File: src/rtl/ifu_prefetch_buf.sv
`default_nettype none
// +----------------------------------------------------------------------------+
// | Module      : ifu_prefetch_buf                                             |
// | Description : Instruction prefetch buffer between the instruction bus and |
// |               the IF/ID register. Issues sequential word fetches, queues  |
// |               {pc, instr} pairs and hands them downstream on a            |
// |               valid/ready handshake. A redirect flushes the queue and     |
// |               discards responses that are still in flight.                |
// | Options     : PREFETCH_BYPASS_EN - when defined, a response arriving at   |
// |               an empty, clean buffer is presented combinationally         |
// |               (0-cycle latency) instead of one cycle later.               |
// | Revision    : 1.0 - initial release                                       |
// +----------------------------------------------------------------------------+
module ifu_prefetch_buf #(
  parameter int unsigned           DEPTH      = 4,
  parameter int unsigned           ADDR_WIDTH = 32,
  parameter int unsigned           DATA_WIDTH = 32,
  parameter logic [ADDR_WIDTH-1:0] RESET_PC   = 32'h0000_0000
) (
  input  logic                  clk,
  input  logic                  rst_n,
  input  logic                  flush_i,
  input  logic [ADDR_WIDTH-1:0] flush_pc_i,
  output logic                  ibus_req_o,
  output logic [ADDR_WIDTH-1:0] ibus_addr_o,
  input  logic                  ibus_gnt_i,
  input  logic                  ibus_rvalid_i,
  input  logic [DATA_WIDTH-1:0] ibus_rdata_i,
  output logic                  instr_valid_o,
  output logic [DATA_WIDTH-1:0] instr_o,
  output logic [ADDR_WIDTH-1:0] pc_o,
  input  logic                  instr_ready_i
);

  localparam int unsigned           PTR_W     = $clog2(DEPTH);
  localparam int unsigned           CNT_W     = $clog2(DEPTH + 1);
  localparam int unsigned           RSV_W     = CNT_W + 1;
  localparam logic [CNT_W-1:0]      C_DEPTH   = CNT_W'(DEPTH);
  localparam logic [RSV_W-1:0]      C_RSV_MAX = RSV_W'(DEPTH);
  localparam logic [ADDR_WIDTH-1:0] C_PC_STEP = ADDR_WIDTH'(4);

  // Queue storage (no reset needed: outputs are forced to zero while empty)
  logic [DATA_WIDTH-1:0] mem_instr_q [DEPTH];
  logic [DATA_WIDTH-1:0] mem_instr_d [DEPTH];
  logic [ADDR_WIDTH-1:0] mem_pc_q    [DEPTH];
  logic [ADDR_WIDTH-1:0] mem_pc_d    [DEPTH];

  // Control state
  logic [PTR_W-1:0]      wr_ptr_q,      wr_ptr_d;
  logic [PTR_W-1:0]      rd_ptr_q,      rd_ptr_d;
  logic [CNT_W-1:0]      count_q,       count_d;
  logic [CNT_W-1:0]      outstanding_q, outstanding_d;
  logic [CNT_W-1:0]      drop_cnt_q,    drop_cnt_d;
  logic [ADDR_WIDTH-1:0] fetch_pc_q,    fetch_pc_d;
  logic [ADDR_WIDTH-1:0] resp_pc_q,     resp_pc_d;
  logic                  issue_en_q,    issue_en_d;

  // Combinational decode
  logic                  fifo_empty;
  logic [RSV_W-1:0]      reserved;
  logic                  gnt_fire;
  logic                  resp_drop;
  logic                  resp_keep;
  logic                  bypass_hit;
  logic                  bypass_take;
  logic                  push;
  logic                  pop;
  logic [ADDR_WIDTH-1:0] flush_pc_aligned;
  logic                  unused_flush_lsbs;

  // Redirect target is forced to a word boundary; the low bits are ignored.
  assign flush_pc_aligned  = {flush_pc_i[ADDR_WIDTH-1:2], 2'b00};
  assign unused_flush_lsbs = ^flush_pc_i[1:0];

  assign fifo_empty = (count_q == '0);

  // Slots already spoken for: queued entries plus responses that will be kept.
  // drop_cnt never exceeds outstanding, so this cannot underflow.
  assign reserved = {1'b0, count_q} + {1'b0, outstanding_q} - {1'b0, drop_cnt_q};

  assign gnt_fire  = ibus_req_o & ibus_gnt_i;
  assign resp_drop = ibus_rvalid_i & (drop_cnt_q != '0);
  assign resp_keep = ibus_rvalid_i & (drop_cnt_q == '0) & ~flush_i;

`ifdef PREFETCH_BYPASS_EN
  // A clean response arriving at an empty buffer goes straight to the output.
  assign bypass_hit = fifo_empty & (drop_cnt_q == '0) & ~flush_i & ibus_rvalid_i;
`else
  assign bypass_hit = 1'b0;
`endif

  assign bypass_take = bypass_hit & instr_ready_i;
  assign push        = resp_keep & ~bypass_take;
  assign pop         = ~fifo_empty & instr_ready_i & ~flush_i;

  // Request issue: stop when every slot is reserved or the bus is saturated.
  always_comb begin
    ibus_req_o  = 1'b0;
    ibus_addr_o = fetch_pc_q;
    if (issue_en_q && !flush_i && (reserved < C_RSV_MAX) && (outstanding_q < C_DEPTH)) begin
      ibus_req_o = 1'b1;
    end
  end

  // Output mux: head entry, the bypassed response, or zeros when empty.
  always_comb begin
    instr_valid_o = 1'b0;
    instr_o       = '0;
    pc_o          = '0;
    if (!fifo_empty) begin
      instr_valid_o = 1'b1;
      instr_o       = mem_instr_q[rd_ptr_q];
      pc_o          = mem_pc_q[rd_ptr_q];
    end else if (bypass_hit) begin
      instr_valid_o = 1'b1;
      instr_o       = ibus_rdata_i;
      pc_o          = resp_pc_q;
    end
  end

  // Queue write: capture the kept response at the write pointer.
  always_comb begin
    mem_instr_d = mem_instr_q;
    mem_pc_d    = mem_pc_q;
    if (push) begin
      mem_instr_d[wr_ptr_q] = ibus_rdata_i;
      mem_pc_d[wr_ptr_q]    = resp_pc_q;
    end
  end

  // Next-state: a flush overrides grants, pushes and pops in the same cycle.
  always_comb begin
    fetch_pc_d    = fetch_pc_q;
    resp_pc_d     = resp_pc_q;
    outstanding_d = outstanding_q;
    drop_cnt_d    = drop_cnt_q;
    count_d       = count_q;
    wr_ptr_d      = wr_ptr_q;
    rd_ptr_d      = rd_ptr_q;
    issue_en_d    = 1'b1;
    if (flush_i) begin
      // No request issues during a flush, so only a response can retire here.
      fetch_pc_d    = flush_pc_aligned;
      resp_pc_d     = flush_pc_aligned;
      outstanding_d = outstanding_q - CNT_W'(ibus_rvalid_i);
      drop_cnt_d    = outstanding_q - CNT_W'(ibus_rvalid_i);
      count_d       = '0;
      wr_ptr_d      = '0;
      rd_ptr_d      = '0;
    end else begin
      if (gnt_fire) begin
        fetch_pc_d = fetch_pc_q + C_PC_STEP;
      end
      outstanding_d = outstanding_q + CNT_W'(gnt_fire) - CNT_W'(ibus_rvalid_i);
      if (resp_drop) begin
        drop_cnt_d = drop_cnt_q - CNT_W'(1);
      end
      if (resp_keep) begin
        resp_pc_d = resp_pc_q + C_PC_STEP;
      end
      if (push) begin
        wr_ptr_d = wr_ptr_q + PTR_W'(1);
      end
      if (pop) begin
        rd_ptr_d = rd_ptr_q + PTR_W'(1);
      end
      count_d = count_q + CNT_W'(push) - CNT_W'(pop);
    end
  end

  // Control registers, cleared asynchronously.
  always_ff @(posedge clk or negedge rst_n) begin
    if (!rst_n) begin
      fetch_pc_q    <= RESET_PC;
      resp_pc_q     <= RESET_PC;
      outstanding_q <= '0;
      drop_cnt_q    <= '0;
      count_q       <= '0;
      wr_ptr_q      <= '0;
      rd_ptr_q      <= '0;
      issue_en_q    <= 1'b0;
    end else begin
      fetch_pc_q    <= fetch_pc_d;
      resp_pc_q     <= resp_pc_d;
      outstanding_q <= outstanding_d;
      drop_cnt_q    <= drop_cnt_d;
      count_q       <= count_d;
      wr_ptr_q      <= wr_ptr_d;
      rd_ptr_q      <= rd_ptr_d;
      issue_en_q    <= issue_en_d;
    end
  end

  // Queue storage registers.
  always_ff @(posedge clk) begin
    mem_instr_q <= mem_instr_d;
    mem_pc_q    <= mem_pc_d;
  end

  // The reservation accounting must keep a push away from a full queue.
  assert property (@(posedge clk) disable iff (!rst_n) !(push && (count_q == C_DEPTH)));

  // Every response must belong to a granted request.
  assert property (@(posedge clk) disable iff (!rst_n) !(ibus_rvalid_i && (outstanding_q == '0)));

endmodule
`default_nettype wire
File: config.mk
export PLATFORM = sky130hd
export DESIGN_NAME = ifu_prefetch_buf
export DESIGN_NICKNAME = d
export VERILOG_FILES = /design/src/rtl/ifu_prefetch_buf.sv
export SDC_FILE = /design/constraint.sdc
export NUM_CORES = 1
export LEC_CHECK = 0
export BUFFER_PORTS_ARGS = -buffer_cell sky130_fd_sc_hd__buf_2
export CAP_MARGIN = 10
export CELL_PAD_IN_SITES_DETAIL_PLACEMENT = 0
export CELL_PAD_IN_SITES_GLOBAL_PLACEMENT = 1
export CORE_AREA = 2 2 202 204
export DETAILED_ROUTE_END_ITERATION = 6
export DIE_AREA = 0 0 204 206
export GPL_TIMING_DRIVEN = 0
export PLACE_DENSITY_LB_ADDON = 0.1
export SYNTH_ARGS = -nofsm -noshare
export SYNTH_HDL_FRONTEND = slang
export SYNTH_SLANG_ARGS = --single-unit
File: constraint.sdc
create_clock -name clk -period 4.2 [get_ports clk]
set_clock_uncertainty 0.2 [all_clocks]
set_input_delay 0 -clock clk [delete_from_list [all_inputs] [get_ports clk]]
set_output_delay 0 -clock clk [all_outputs]
set_load 0.03 [all_outputs]
# Word-level counts from Yosys, hierarchy flattened
# Index checks and enable logic that the tools add are counted.
[totals]
ff_bits = 334
word_cells = 81
[classes]
add_sub_neg = 12
order_cmp = 5
mux = 26
bitwise = 10
reduce_logical = 12
[op_table]
columns = ["op", "count"]
rows = [
  ["2-to-1 mux 32 bit", 11],
  ["bitwise mux 128 bit", 2],
  ["binary-select mux 32 bit (select 2 bit)", 2],
  ["adder 32 x 3 -> 32 bit (second input constant)", 2],
  ["demux 32 bit (select 2 bit)", 1],
  ["2-to-1 mux 3 bit", 4],
  ["subtractor 3 x 1 -> 3 bit", 3],
  ["2-to-1 mux 2 bit", 4],
  ["nonzero test 2 bit", 4],
  ["adder 3 x 1 -> 3 bit", 2],
  ["AND 1 bit", 6],
  ["greater-or-equal comparator 3 bit (second input constant)", 2],
  ["zero test 3 bit", 2],
  ["NOT 2 -> 3 bit", 2],
  ["adder 2 x 1 -> 2 bit (second input constant)", 2],
  ["adder 3 x 3 -> 4 bit", 1],
  ["logical AND 1 bit", 4],
  ["< comparator 4 x 3 -> 1 bit (second input constant)", 1],
  ["subtractor 4 x 3 -> 4 bit", 1],
  ["< comparator 3 x 1 -> 1 bit (second input constant)", 1],
  ["< comparator 3 bit (second input constant)", 1],
  ["nonzero test 3 bit", 1],
  ["subtractor 3 x 1 -> 3 bit (second input constant)", 1],
  ["2-to-1 mux 1 bit", 2],
  ["other kinds (2)", 3],
]

# Depth between registers and ports, before layout
# Gate-level depths: netlist of the first run.
[logic_depth]
ltp_word = 10
depth_mapped = 15

# Least setup slack after synthesis of the first run
# OpenSTA, ideal clock, no wires.
[synth_path]
path_kind = "register to register"
start = "reg count_q[1]"
end = "reg outstanding_q[2]"
setup_ns = 0.079
arrival_time_ns = 3.764
t_required_ns = 3.921
slack_ns = 0.157
stages_incl_launch_ff = 16
synth_period_minus_slack_ns = 4.043
path_cell_list = "dfrtp_1 inv_1 fa_1 inv_1 ha_1 and3b_4 or4b_4 a21oi_1 inv_1 ha_1 inv_1 ha_1 fa_1 xor2_1 o21ai_0 xor2_1"
[synth_via]
elab_chain_len = 10
[synth_rtl]
columns = ["item", "line", "text"]
rows = [
  ["start: declaration", "51", "logic [CNT_W-1:0] count_q, count_d;"],
  ["start signal: assignment", "187", "count_q <= count_d;"],
  ["adder 3 x 3 -> 4 bit", "79", "assign reserved = {1'b0, count_q} + {1'b0, outstanding_q} - {1'b0, drop_cnt_q};"],
  ["subtractor 4 x 3 -> 4 bit", "79", ""],
  ["< comparator 4 x 3 -> 1 bit", "100", "if (issue_en_q && !flush_i && (reserved < C_RSV_MAX) && (outstanding_q < C_DEPTH)) begin"],
  ["logical AND 1 bit (2 in a row)", "100", ""],
  ["2-to-1 mux 1 bit", "100", ""],
  ["AND 1 bit", "81", "assign gnt_fire = ibus_req_o & ibus_gnt_i;"],
  ["adder 3 x 1 -> 3 bit", "154", "outstanding_d = outstanding_q + CNT_W'(gnt_fire) - CNT_W'(ibus_rvalid_i);"],
  ["subtractor 3 x 1 -> 3 bit", "154", ""],
  ["2-to-1 mux 3 bit", "141", "if (flush_i) begin"],
  ["via outstanding_d[2]", "52", "logic [CNT_W-1:0] outstanding_q, outstanding_d;"],
  ["end signal: assignment", "185", "outstanding_q <= outstanding_d;"],
  ["end: declaration", "52", ""],
]
# The timed path passes the listed nets, and every way through them passes these cells.
# A chain may end at the register's enable or synchronous reset.

# Worst setup path after layout of the first run
# Same ends and word-level chain as after synthesis.

==> results of run 1 <==
-- worst max-delay path, stage by stage (launching register included) --
cell	delay, ns
sky130_fd_sc_hd__dfrtp_1	0.37
sky130_fd_sc_hd__inv_1	0.10
sky130_fd_sc_hd__fa_1	0.55
sky130_fd_sc_hd__inv_1	0.04
sky130_fd_sc_hd__ha_1	0.30
sky130_fd_sc_hd__and3b_4	0.21
sky130_fd_sc_hd__or4b_4	0.58
sky130_fd_sc_hd__a21oi_4	0.21
sky130_fd_sc_hd__inv_1	0.08
sky130_fd_sc_hd__ha_1	0.27
sky130_fd_sc_hd__inv_1	0.04
sky130_fd_sc_hd__ha_1	0.18
sky130_fd_sc_hd__fa_1	0.37
sky130_fd_sc_hd__xor2_1	0.18
sky130_fd_sc_hd__o21ai_1	0.09
sky130_fd_sc_hd__xor2_1	0.16
-- cell type report --
cell class,instances,area (um^2)
clock buffers,50,1030
clock inverters,19,174
flip-flops and latches,322,9300
fillers,3686,22700
inverters,28,105
repair buffers,239,1680
multi-input cells,474,4310
well taps,532,666
plain buffers,40,184
-- power by group through the flow --
stage          clock network [uW]  registers [uW]  logic, uW
2_1_floorplan                   0            3870       2130
3_3_place_gp                    0            3880       3120
3_5_place_dp                    0            3870       3130
4_1_cts                      3280            3810       3210
5_1_grt                      3400            3830       3480
6_report                     3190            3810       3180
-- cell usage after synthesis (8+ instances only) --
master                       n
sky130_fd_sc_hd__nor3_1      9
sky130_fd_sc_hd__and3_1      8
sky130_fd_sc_hd__dfrtp_1    74
sky130_fd_sc_hd__xnor2_1    36
sky130_fd_sc_hd__nand3_1    16
sky130_fd_sc_hd__o21ai_0    14
sky130_fd_sc_hd__a31oi_1    11
sky130_fd_sc_hd__xor2_1     14
sky130_fd_sc_hd__nand2_1    28
sky130_fd_sc_hd__mux4_2     62
sky130_fd_sc_hd__nand4_1    15
sky130_fd_sc_hd__a21oi_1    21
sky130_fd_sc_hd__and2_1     65
sky130_fd_sc_hd__ha_1       17
sky130_fd_sc_hd__inv_1      27
sky130_fd_sc_hd__mux2_2     22
sky130_fd_sc_hd__clkbuf_1   25
sky130_fd_sc_hd__nor2_1     36
sky130_fd_sc_hd__edfxtp_1  248
-- registers in the layout (all words and copies together), names as in the netlist --
name and flops:
drop_cnt_q 3, mem_pc_q 120, resp_pc_q 30, issue_en_q 1, rd_ptr_q 2, mem_instr_q 128
ibus_addr_o 30, count_q 3, outstanding_q 3, wr_ptr_q 2
-- worst paths after layout --
path                                                     to  slack [ns]  depth (start not counted)
worst min-delay path              mem_instr_q[86]$_DFFE_PP_        0.03                          2
worst max register to register   outstanding_q[2]$_DFF_PN0_        0.14                         15
min in group asynchronous          resp_pc_q[8]$_DFFE_PN0N_        0.33                          4
worst min register to register  ibus_addr_o[26]$_DFFE_PN0N_        0.36                          1
worst max-delay path             outstanding_q[2]$_DFF_PN0_        0.14                         15
max in group asynchronous         resp_pc_q[22]$_DFFE_PN0N_        3.24                          4
-- metrics by stage --
stage	power (uW)	TNS [ns]
after global routing	10700	-0.00109
after floorplan	6000	0
after CTS	10300	0
after global placement	7000	-139.89
after detailed placement	7010	-0.290
final	10200	0
-- repair_timing --
item,in CTS,in global routing
setup buffers,0,3
setup endpoints to repair,2,5
endpoints found under the hold margin,270,0
gates resized for setup,2,3
hold buffers,70,0
pin swaps,1,1
-- cells by family (layout without fill, tap and decap cells) --
family          after synthesis  in the layout  synth area share, %
simple gates                233            233                 9.67
fa+ha+maj                    21             21                 2.11
compound gates               79             79                 3.76
flops                       322            322                 67.1
other cells                   2              5               0.0542
buf+inv                      68            376                 2.09
xor+xnor                     50             50                 3.16
mux                          86             86                 12.0
-- per-layer routing --
layer | share of wire, % | vias to the layer above
li1 | - | 3870
met1 | 47 | 4235
met2 | 47 | 171
met3 | 4.0 | 49
met4 | 2.1 | 0
met5 | 0 | -
==> impl_summary.md, run 1 <==
Power
In this run switching power makes up 34.0% of total power. The clock share of power is 31.3%. The peak supply drop is 0.000300 V.

The logic gate share of total power is 31.2%. The net load switching power is 3460 uW. The internal power of the cells totals 6710 uW. The register share of total power is 37.4%. The leakage component of the power is 0.00625 uW.

For this design the ratio of total power to cell area is 583 nW/um^2.

Worst hold path
In this run the most critical hold path is launched from ibus_rdata_i[22]. The type of the most critical hold path is primary input to flop.

Floorplan
The overall die height is 206 um. The area of the core is 40200 um^2. The total I/O pin count is 168. The initial core utilization is 34.5%. The die is 204 um wide. The area enclosed by the die boundary is 42000 um^2.

The number of standard-cell rows in the floorplan is 74.

Global routing
In the global route stage, met3 resource usage came out at 2.76%. The number of global-route vias before repair is 8503. The final global-route overflow total is 0. Entering global routing, the biggest net connects 49 pins. The routing layer with the top usage in global route is met2.

In the global route stage, met1 resource usage came out at 23.8%. Global routing used 17.0% of the available tracks across all layers. For this run, global-route usage on met2 was measured as 27.3%. The first global-routing pass estimated 53300 um of wire. The number of antenna violations at the first check in global routing is 0.

Routing
The total via count in the routed design is 8325. The total DRC errors in the routed layout is 0. The detailed-routing iteration count for the pre-antenna-repair pass is 5. The post-detailed-routing wire length is 35300 um. Dividing the detail-routed wire length by the instance count gives 20.7 um. The vias per cell is 4.89. The first routing iteration left 406 violations. The post-route antenna net violation count is 0.

Yosys
Counting every instance in the synthesized netlist gives 861. The library cell occupying the most area in the post-synthesis netlist is sky130_fd_sc_hd__edfxtp_1. The combined area of all synthesized cells is 13800 um^2. The sequential fraction of the synthesis area is 67.1%.

The unique cell type count in the Yosys netlist is 56. The proportion of synthesized flip-flops having asynchronous set or reset is 23.0%. Each instance of the synthesized netlist takes up on average 16.1 um^2. The flop and latch count out of synthesis is 322. After synthesis, the cell types taking the most area are sky130_fd_sc_hd__edfxtp_1 (54%), sky130_fd_sc_hd__dfrtp_1 (13%), sky130_fd_sc_hd__mux4_2 (10%). The Yosys step of the flow raised 0 warnings. The fraction of post-synthesis cell area in the top cell type by area is 53.8%. The number of enable flip-flop cells after synthesis is 248. For this run, the leading register cell type out of synthesis is sky130_fd_sc_hd__edfxtp_1.

Timing
For this run, the top clock speed supported by timing is 246 MHz. The clock period minus worst slack is 4.06 ns. The post-route worst setup slack is 0.139 ns.

The portion of the clock cycle consumed by the worst path in the final layout is 96.7%. The number of endpoints with negative hold slack in the final report is 0. At the pin with the least slew margin, the transition time is 0.966 ns. The final number of setup-violating endpoints is 0. The count of pins over their slew limit is 0. Hold is met by 0.0321 ns. The headroom to the max-slew limit is 35.6%.

Job
The number of violations of the max-capacitance limit is 0.

Worst setup path
The class of the most critical setup path is flop to flop. The startpoint identified for the worst register-to-register timing path is count_q[1]$_DFF_PN0_. For the worst setup path, the data arrival time is 4.25 ns. Of all nets on the critical path, the largest fanout is 5.

In this run the worst setup path begins at count_q[1]$_DFF_PN0_. The kind of capture point of the worst setup path is a flop. The data required time of the worst path is 4.39 ns. The worst setup path is launched from a flop.

CTS
The H-tree was split into 2 levels. The clock transition at the registers of the reported paths is 0.06 ns. The number of clock buffers added by TritonCTS is 38.

The clock tree from TritonCTS is done. The maximum number of buffers from clock root to sink is 3. The root buffer cell chosen for the clock tree is sky130_fd_sc_hd__clkbuf_16. Clock latency on the worst-skew pair, taken at its later pin, is 0.52 ns. The clock net sink count is 322.

Placed design
The area after detailed placement is 15500 um^2. The congestion estimate from routability-driven global placement came to 0.748. The count of input and output buffers is 161. The placed wire-length estimate after detailed placement is 23200 um. The cell count after placement is 1562. The pre-CTS setup slack is -0.275 ns.

Run status
The flow ran to the end, and the final reports show no timing, DRC or antenna violations.

Finish
The area added between synthesis and finish is 26.0%. Cells fill 43.4% of the core in the end. After the last flow step, the layout net total stands at 1234. Once layout is complete, the cells apart from fillers number 1704.

Summing all non-filler instances in the final layout gives an area of 17400 um^2. The library cell used most frequently in the layout, excluding fill and tap cells, is sky130_fd_sc_hd__edfxtp_1. Of the cells placed in the final design, the portion with a size suffix greater than 1 is 28.5%. The number of inserted diodes is 0.

The library cells used most frequently in the layout, excluding fill and tap cells, are sky130_fd_sc_hd__edfxtp_1 (248), sky130_fd_sc_hd__buf_2 (163), sky130_fd_sc_hd__dfrtp_1 (74), sky130_fd_sc_hd__dlygate4sd3_1 (69), sky130_fd_sc_hd__and2_1 (65).
Note: power is estimated with default switching activity, not from simulation.
==> run 2: changes to the inputs <==
--- a/config.mk
+++ b/config.mk
@@ -10,7 +10,7 @@
 export CELL_PAD_IN_SITES_DETAIL_PLACEMENT = 0
 export CELL_PAD_IN_SITES_GLOBAL_PLACEMENT = 1
-export CORE_AREA = 2 2 202 204
+export CORE_AREA = 2 2 190 192
 export DETAILED_ROUTE_END_ITERATION = 6
-export DIE_AREA = 0 0 204 206
+export DIE_AREA = 0 0 192 194
 export GPL_TIMING_DRIVEN = 0
 export PLACE_DENSITY_LB_ADDON = 0.1
@@ -18,2 +18,3 @@
 export SYNTH_HDL_FRONTEND = slang
 export SYNTH_SLANG_ARGS = --single-unit
+export TNS_END_PERCENT = 10
==> constraint.sdc (replaced) <==
create_clock -name clk -period 4.2 [get_ports clk]
set_clock_uncertainty 0.2 [all_clocks]
set_input_delay 0.42 -clock clk [delete_from_list [all_inputs] [get_ports clk]]
set_output_delay 0.42 -clock clk [all_outputs]
set_load 0.03 [all_outputs]
==> impl_summary.md, run 2 (synthesis results as in run 1) <==
CTS
The clock tree from TritonCTS is done. Clock latency on the worst-skew pair, taken at its later pin, is 0.51 ns. The longest clock path from root to sink contains 3 buffers. The maximum level of the CTS H-tree is 2. CTS saw 322 sinks. CTS placed an instance of sky130_fd_sc_hd__clkbuf_16 at the clock tree root.

Clock tree synthesis inserted a total of 37 buffers. The clock transition at the registers of the reported paths is 0.06 ns.

Routing
The post-route antenna net violation count is 0. Detailed routing inserted a total of 8207 vias. The total DRC errors in the routed layout is 1. The detailed router finished its first iteration with 462 violations. The first detailed-routing pass took 7 iterations. The vias per cell is 5.09. Wires add up to 33500 um. After detailed routing, the average wire length per cell comes to 20.7 um.

Floorplan
For this design the top-level I/O count stands at 168. The area enclosed by the die boundary is 37200 um^2. The floorplan die width is 192 um. The floorplan has 69 rows. The floorplan step set the die height to 194 um. Once the floorplan was initialized, standard cells occupied 39.3% of the core. The area of the core is 35200 um^2.

Worst setup path
The largest fanout on the critical path is 4. The kind of cell adding the most delay to the critical path is adder cells. The most prevalent standard cell on the critical path is sky130_fd_sc_hd__ha_1. Together, buffers and inverters on the worst path number 4. Walking the worst path, the cells encountered are inv_2 > fa_1 > inv_1 > ha_1 > and3b_4 > or4b_4 > a21oi_4 > inv_2 > ha_1 > inv_1 > ha_1 > fa_1 > xor2_1 > o21ai_1 > xor2_1. The class of the most critical setup path is flop to flop. The worst reg2reg path depth is 15. The data arrival time of the worst path is 4.21 ns. The critical path runs through a total of 15 cells.

For this run, the slowest stage of the critical path takes 0.58 ns. The data required time of the worst path is 4.43 ns. The kind of start point of the critical path is a flop.

The cell at the slowest stage of the critical path is sky130_fd_sc_hd__or4b_4. The worst setup path is captured at a flop.

Power
The peak supply drop is 0.000321 V. The leakage component of the power is 0.00622 uW. The power density over the cells is 595 nW/um^2.

Finish
The utilization after layout is 48.9%. The number of antenna diodes in the final layout is 0. After the flow finishes, the layout carries non-filler instances totaling 1613. The sequential cell area is 9300 um^2.

The net count of the finished layout is 1215. The flip-flop count of the largest register after layout is 128. The layout cell share with drive strength beyond 1 is 29.6%.

Compared with the post-synthesis result, the final layout area differs by 24.3%. The area of combinational cells with multiple inputs is 4300 um^2. After filler insertion, the fill cell instance count of the layout stands at 3130. mem_instr_q holds more flip-flops than any other register.

Leaving out fill and tap cells, the most frequent cell in the layout is sky130_fd_sc_hd__edfxtp_1. The library cells used most frequently in the layout, excluding fill and tap cells, are sky130_fd_sc_hd__edfxtp_1 (248), sky130_fd_sc_hd__buf_2 (163), sky130_fd_sc_hd__dfrtp_1 (74), sky130_fd_sc_hd__and2_1 (65), sky130_fd_sc_hd__mux4_2 (62). The largest registers in the layout are mem_instr_q (128), mem_pc_q (120).

Global routing
The number of antenna violations at the first check in global routing was 0. Entering global routing, the biggest net connects 47 pins. The final global-route overflow total is 0.

The global router's overall resource usage is 18.2%. The first global-routing pass estimated 51200 um of wire. The number of global-route vias before repair is 8478.

Job
The tool flagged a number of max-cap violations equal to 0.

Timing
Hold is met by 0.0115 ns. Setup repair after global routing left no endpoint under its margin. The number of endpoints with negative hold slack in the final report was 0. The headroom to the max-slew limit is 36.8%. At the pin with the least slew margin, the transition time is 0.948 ns. The final number of setup-violating endpoints is 0. The clock period minus worst slack is 3.98 ns. After routing, the total negative slack on setup checks comes to 0 ns. The achievable frequency is 251 MHz. The count of pins over their slew limit came to 0.

The portion of the clock cycle consumed by the worst path in the final layout is 94.7%.

Placed design
The cell count after placement is 1491. The final weighted congestion in routability-driven placement is 0.789. The placed wire-length estimate after detailed placement is 22000 um.

The count of input and output buffers is 161.

Run status
The checks that failed: design-rule violations. The flow ran to the end, but the final reports show violations.

Worst hold path
The tightest min-delay check is of the primary input to flop type. Along the worst hold path, the cell count comes to 3.
-- run 2: layout make-up --
cell class                 instances  area share [%]
sequential                       322            54.0
multi-input combinational        474            25.0
timing repair buffer             221            8.60
clock buffer                      47            5.88
tap                              461            3.35
clock inverter                    20            1.50
buffer                            40            1.07
inverter                          28           0.610
-- run 2: report_power, final --
group	switching, uW	internal [uW]	leakage, uW
clock network	1260	2080	0.000632
registers	181	3620	0.00310
logic	1940	1160	0.00249
-- run 2: metrics by stage --
step | total power (uW) | worst slack (ns) | area [um^2]
after floorplan | 6000 | 0.157 | 13900
after global placement | 6950 | -0.793 | 15200
after detailed placement | 6970 | -0.427 | 15400
after CTS | 10400 | 0.107 | 17200
after global routing | 10800 | 0.00129 | 17200
final | 10200 | 0.222 | 17200
-- run 2: final timing paths --
check                                       startpoint                           to  slack, ns
max reg2reg                       count_q[1]$_DFF_PN0_   outstanding_q[2]$_DFF_PN0_       0.22
max in group asynchronous                        rst_n    resp_pc_q[10]$_DFFE_PN0N_       3.02
min in group asynchronous                        rst_n   ibus_addr_o[6]$_DFFE_PN0N_       0.19
min reg2reg                ibus_addr_o[26]$_DFFE_PN0N_  ibus_addr_o[26]$_DFFE_PN0N_       0.38
min                                     flush_pc_i[11]    resp_pc_q[11]$_DFFE_PN0N_       0.01
max                               count_q[1]$_DFF_PN0_   outstanding_q[2]$_DFF_PN0_       0.22
-- run 2: worst reg2reg max path: stages, from the launching register on --
cell	delay, ns
sky130_fd_sc_hd__dfrtp_1	0.39
sky130_fd_sc_hd__inv_2	0.08
sky130_fd_sc_hd__fa_1	0.54
sky130_fd_sc_hd__inv_1	0.04
sky130_fd_sc_hd__ha_1	0.30
sky130_fd_sc_hd__and3b_4	0.20
sky130_fd_sc_hd__or4b_4	0.59
sky130_fd_sc_hd__a21oi_4	0.21
sky130_fd_sc_hd__inv_2	0.06
sky130_fd_sc_hd__ha_1	0.27
sky130_fd_sc_hd__inv_1	0.04
sky130_fd_sc_hd__ha_1	0.18
sky130_fd_sc_hd__fa_1	0.38
sky130_fd_sc_hd__xor2_1	0.17
sky130_fd_sc_hd__o21ai_1	0.14
sky130_fd_sc_hd__xor2_1	0.15
-- run 2: metal layers --
layer / up-vias / GRT usage (%) / share of wire (%)
met5: - / 0 / 0
met4: 0 / 4.75 / 2.1
met3: 51 / 2.79 / 4.7
met2: 205 / 29.2 / 47
met1: 4114 / 26.0 / 46
li1: 3837 / - / -
-- run 2: what timing repair did --
| action | CTS | global route |
|---|---|---|
| pin swaps | 1 | 2 |
| setup buffers | 1 | 2 |
| hold endpoints to repair | 187 | 0 |
| endpoints found under the setup margin | 2 | 1 |
| hold buffers | 52 | 0 |
| resized for setup | 2 | 3 |
==> run 3: changes to the inputs <==
Settings changed: CORE_AREA 2 2 190 192 to 2 2 181 183, DIE_AREA 0 0 192 194 to 0 0 183 185.
==> impl_summary.md, run 3 (synthesis results as in run 1) <==
Finish
The layout cell share with drive strength beyond 1 is 29.2%. In the final layout, flip-flops and latches occupy 9300 um^2. Leaving out fill and tap cells, the most frequent cells in the layout are sky130_fd_sc_hd__edfxtp_1 (248), sky130_fd_sc_hd__buf_2 (163), sky130_fd_sc_hd__dfrtp_1 (74), sky130_fd_sc_hd__and2_1 (65), sky130_fd_sc_hd__mux4_2 (62). Counting the fill cells in the layout gives 2659. The number of nets in the final layout is 1212. The area added between synthesis and finish is 23.2%. The flip-flop count of the largest register after layout is 128. The most common library cell in the layout ignoring fill and taps is sky130_fd_sc_hd__edfxtp_1. Ranked by flip-flop count, first place goes to mem_instr_q.

In the final layout, the registers with the most flip-flops are mem_instr_q (128), mem_pc_q (120). The count of non-filler cells in the finished layout is 1556. The multi-input combinational cells in the finished layout cover a total of 4300 um^2.

The number of inserted diodes is 0.

Routing
The routed length on met3 is 1530 um. Signal routing reaches up to met4. Wires add up to 32000 um. The detailed router placed 8150 vias in this run. For this run, design rule violations remaining after detail routing come to 0. The detailed-routing iteration count for the pre-antenna-repair pass is 5. After detailed routing, the wire length on met1 is 14700 um. Dividing the detail-routed wire length by the instance count gives 20.6 um. The number of DRC violations after detailed-routing iteration 0 is 413. Once detail routing completed, the nets flagged for antenna violations numbered 0. The routed design uses 15200 um of met2 wire. After detailed routing, the number of vias per cell comes to 5.24.

Power
In this run the power density over the cells is 590 nW/um^2. Internal power comes to 6720 uW. The total power after layout is 10100 uW. Registers are responsible for 37.8% of the overall power.

For this design the static power due to leakage is 0.00617 uW. The worst-case IR drop observed on VDD is 0.000351 V. Of the total power, the clock network draws 31.8%.

The analysis attributes to net switching a power of 3350 uW. The proportion of total power due to net switching is 33.2%. Combinational logic burns 30.4% of the power.

Global routing
The global-route wire length before repair is 49200 um. The number of antenna violations at the first check in global routing was 0. The largest net degree at the start of global routing is 58. In the global route stage, overall resource usage came out at 19.2%. The number of global-route vias before repair is 8378. After global routing the overflow that remains totals 0.

Timing
The achievable frequency is 250 MHz. The number of endpoints with negative hold slack in the final report was 0. The count of pins over their slew limit is 0. The transition time of the tightest slew-check pin is 0.969 ns. The portion of the clock cycle consumed by the worst path in the final layout is 95.4%. Measured against its own limit, the worst slew margin works out to 34.9%. Setup repair after global routing left no endpoint under its margin. Setup violations remaining at the end of the flow were counted as 0. The clock period minus worst slack is 4.01 ns.

Worst hold path
The type of the most critical hold path is primary input to flop. The worst hold path passes through 2 cells.

Worst setup path
The worst register-to-register path has a depth of 15. The kind of start point of the critical path is a flop. The kind of capture point of the worst setup path is a flop. The largest fanout on the critical path is 5. The class of the most critical setup path is flop to flop. At the worst endpoint, the arrival time is 4.24 ns. For the worst setup path, the data required time is 4.44 ns.

Job
The tool flagged a number of max-cap violations equal to 0.

Floorplan
Pin placement for this block handled 168 I/O pins. The initial core utilization is 43.2%. The area enclosed by the die boundary is 33900 um^2.

In this run the standard cell core region covers 32000 um^2. From bottom edge to top edge, the die measures 185 um. The number of standard-cell rows in the floorplan is 66. The floorplan die width is 183 um.

CTS
TritonCTS built the clock tree. CTS built an H-tree with a depth of 2. The root buffer cell chosen for the clock tree is sky130_fd_sc_hd__clkbuf_16. The clock transition at the registers of the reported paths is 0.06 ns. The insertion delay to the later sink of the worst-skew pair is 0.51 ns. The tree built by TritonCTS fans out to 322 sinks. The maximum number of buffers from clock root to sink is 3.

The CTS buffer count is 37.

Placed design
The HPWL after detailed placement is 21100 um. The number of placed instances, taps included, is 1438. Buffers placed on the I/O ports in this run total 161. The final weighted congestion in routability-driven placement is 0.774.

Run status
The run finished with clean final reports.
## run 3: cell count changes in the layout (fill, tap and decap cells not counted), sizes merged
cell	change
clkbuf	-3
buf	-1
dlygate4sd3	-2
bufinv	-1
clkinv	+3
## run 3: through the flow
step           utilization, %  TNS, ns  hold slack, ns  instance area [um^2]  setup WS, ns
2_1_floorplan               -        0         -0.0756                 13900         0.157
3_3_place_gp             47.4  -135.73           0.339                 15200        -0.588
3_5_place_dp             47.8   -0.465           0.133                 15300        -0.342
4_1_cts                  53.2        0        0.000592                 17000       0.00180
5_1_grt                  53.2        0         0.00301                 17100       0.00230
6_report                 53.2        0         0.00401                 17100         0.194
## run 3: path summary, 6_finish.rpt
check                                         from                     endpoint  slack, ns
max                           count_q[1]$_DFF_PN0_   outstanding_q[2]$_DFF_PN0_       0.19
min                                 flush_pc_i[14]  ibus_addr_o[14]$_DFFE_PN0N_      0.004
max reg2reg                   count_q[1]$_DFF_PN0_   outstanding_q[2]$_DFF_PN0_       0.19
min reg2reg                wr_ptr_q[1]$_DFFE_PN0N_      wr_ptr_q[1]$_DFFE_PN0N_       0.37
max in group asynchronous                    rst_n    resp_pc_q[23]$_DFFE_PN0N_       3.06
min in group asynchronous                    rst_n   outstanding_q[2]$_DFF_PN0_       0.14
## run 3: power groups by stage
stage               clock network [uW]  logic [uW]  registers, uW
floorplan                            0        2130           3870
global placement                     0        3040           3870
detailed placement                   0        3060           3870
CTS                               3260        3120           3800
global route                      3410        3350           3830
finish                            3200        3060           3800
## run 3: final cells by class
type | instances | share of cell area [%]
sequential | 322 | 54.5
multi-input combinational | 474 | 25.2
timing repair buffer | 218 | 8.52
clock buffer | 44 | 5.64
tap | 408 | 2.99
clock inverter | 22 | 1.41
buffer | 40 | 1.08
inverter | 28 | 0.616
## run 3: critical path, stage by stage, from the launching register on
cell and delay (ns):
sky130_fd_sc_hd__dfrtp_1 0.40, sky130_fd_sc_hd__inv_2 0.08, sky130_fd_sc_hd__fa_1 0.53, sky130_fd_sc_hd__inv_1 0.04, sky130_fd_sc_hd__ha_1 0.30, sky130_fd_sc_hd__and3b_4 0.20
sky130_fd_sc_hd__or4b_4 0.57, sky130_fd_sc_hd__a21oi_4 0.21, sky130_fd_sc_hd__inv_1 0.08, sky130_fd_sc_hd__ha_1 0.27, sky130_fd_sc_hd__inv_1 0.04, sky130_fd_sc_hd__ha_1 0.18
sky130_fd_sc_hd__fa_1 0.38, sky130_fd_sc_hd__xor2_1 0.17, sky130_fd_sc_hd__o21ai_1 0.14, sky130_fd_sc_hd__xor2_1 0.15
## run 3: metal layers
layer	vias to the layer above	track usage (%)
li1	3827	-
met3	47	3.24
met1	4065	26.8
met2	211	31.5
met5	-	0
met4	0	5.09
## run 3: repair_timing
action,4_1_cts,5_1_grt
buffers inserted,0,2
resized for setup,2,2
endpoints found under the hold margin,232,0
pin swaps,1,1
setup endpoints to repair,2,4
hold buffers,50,0
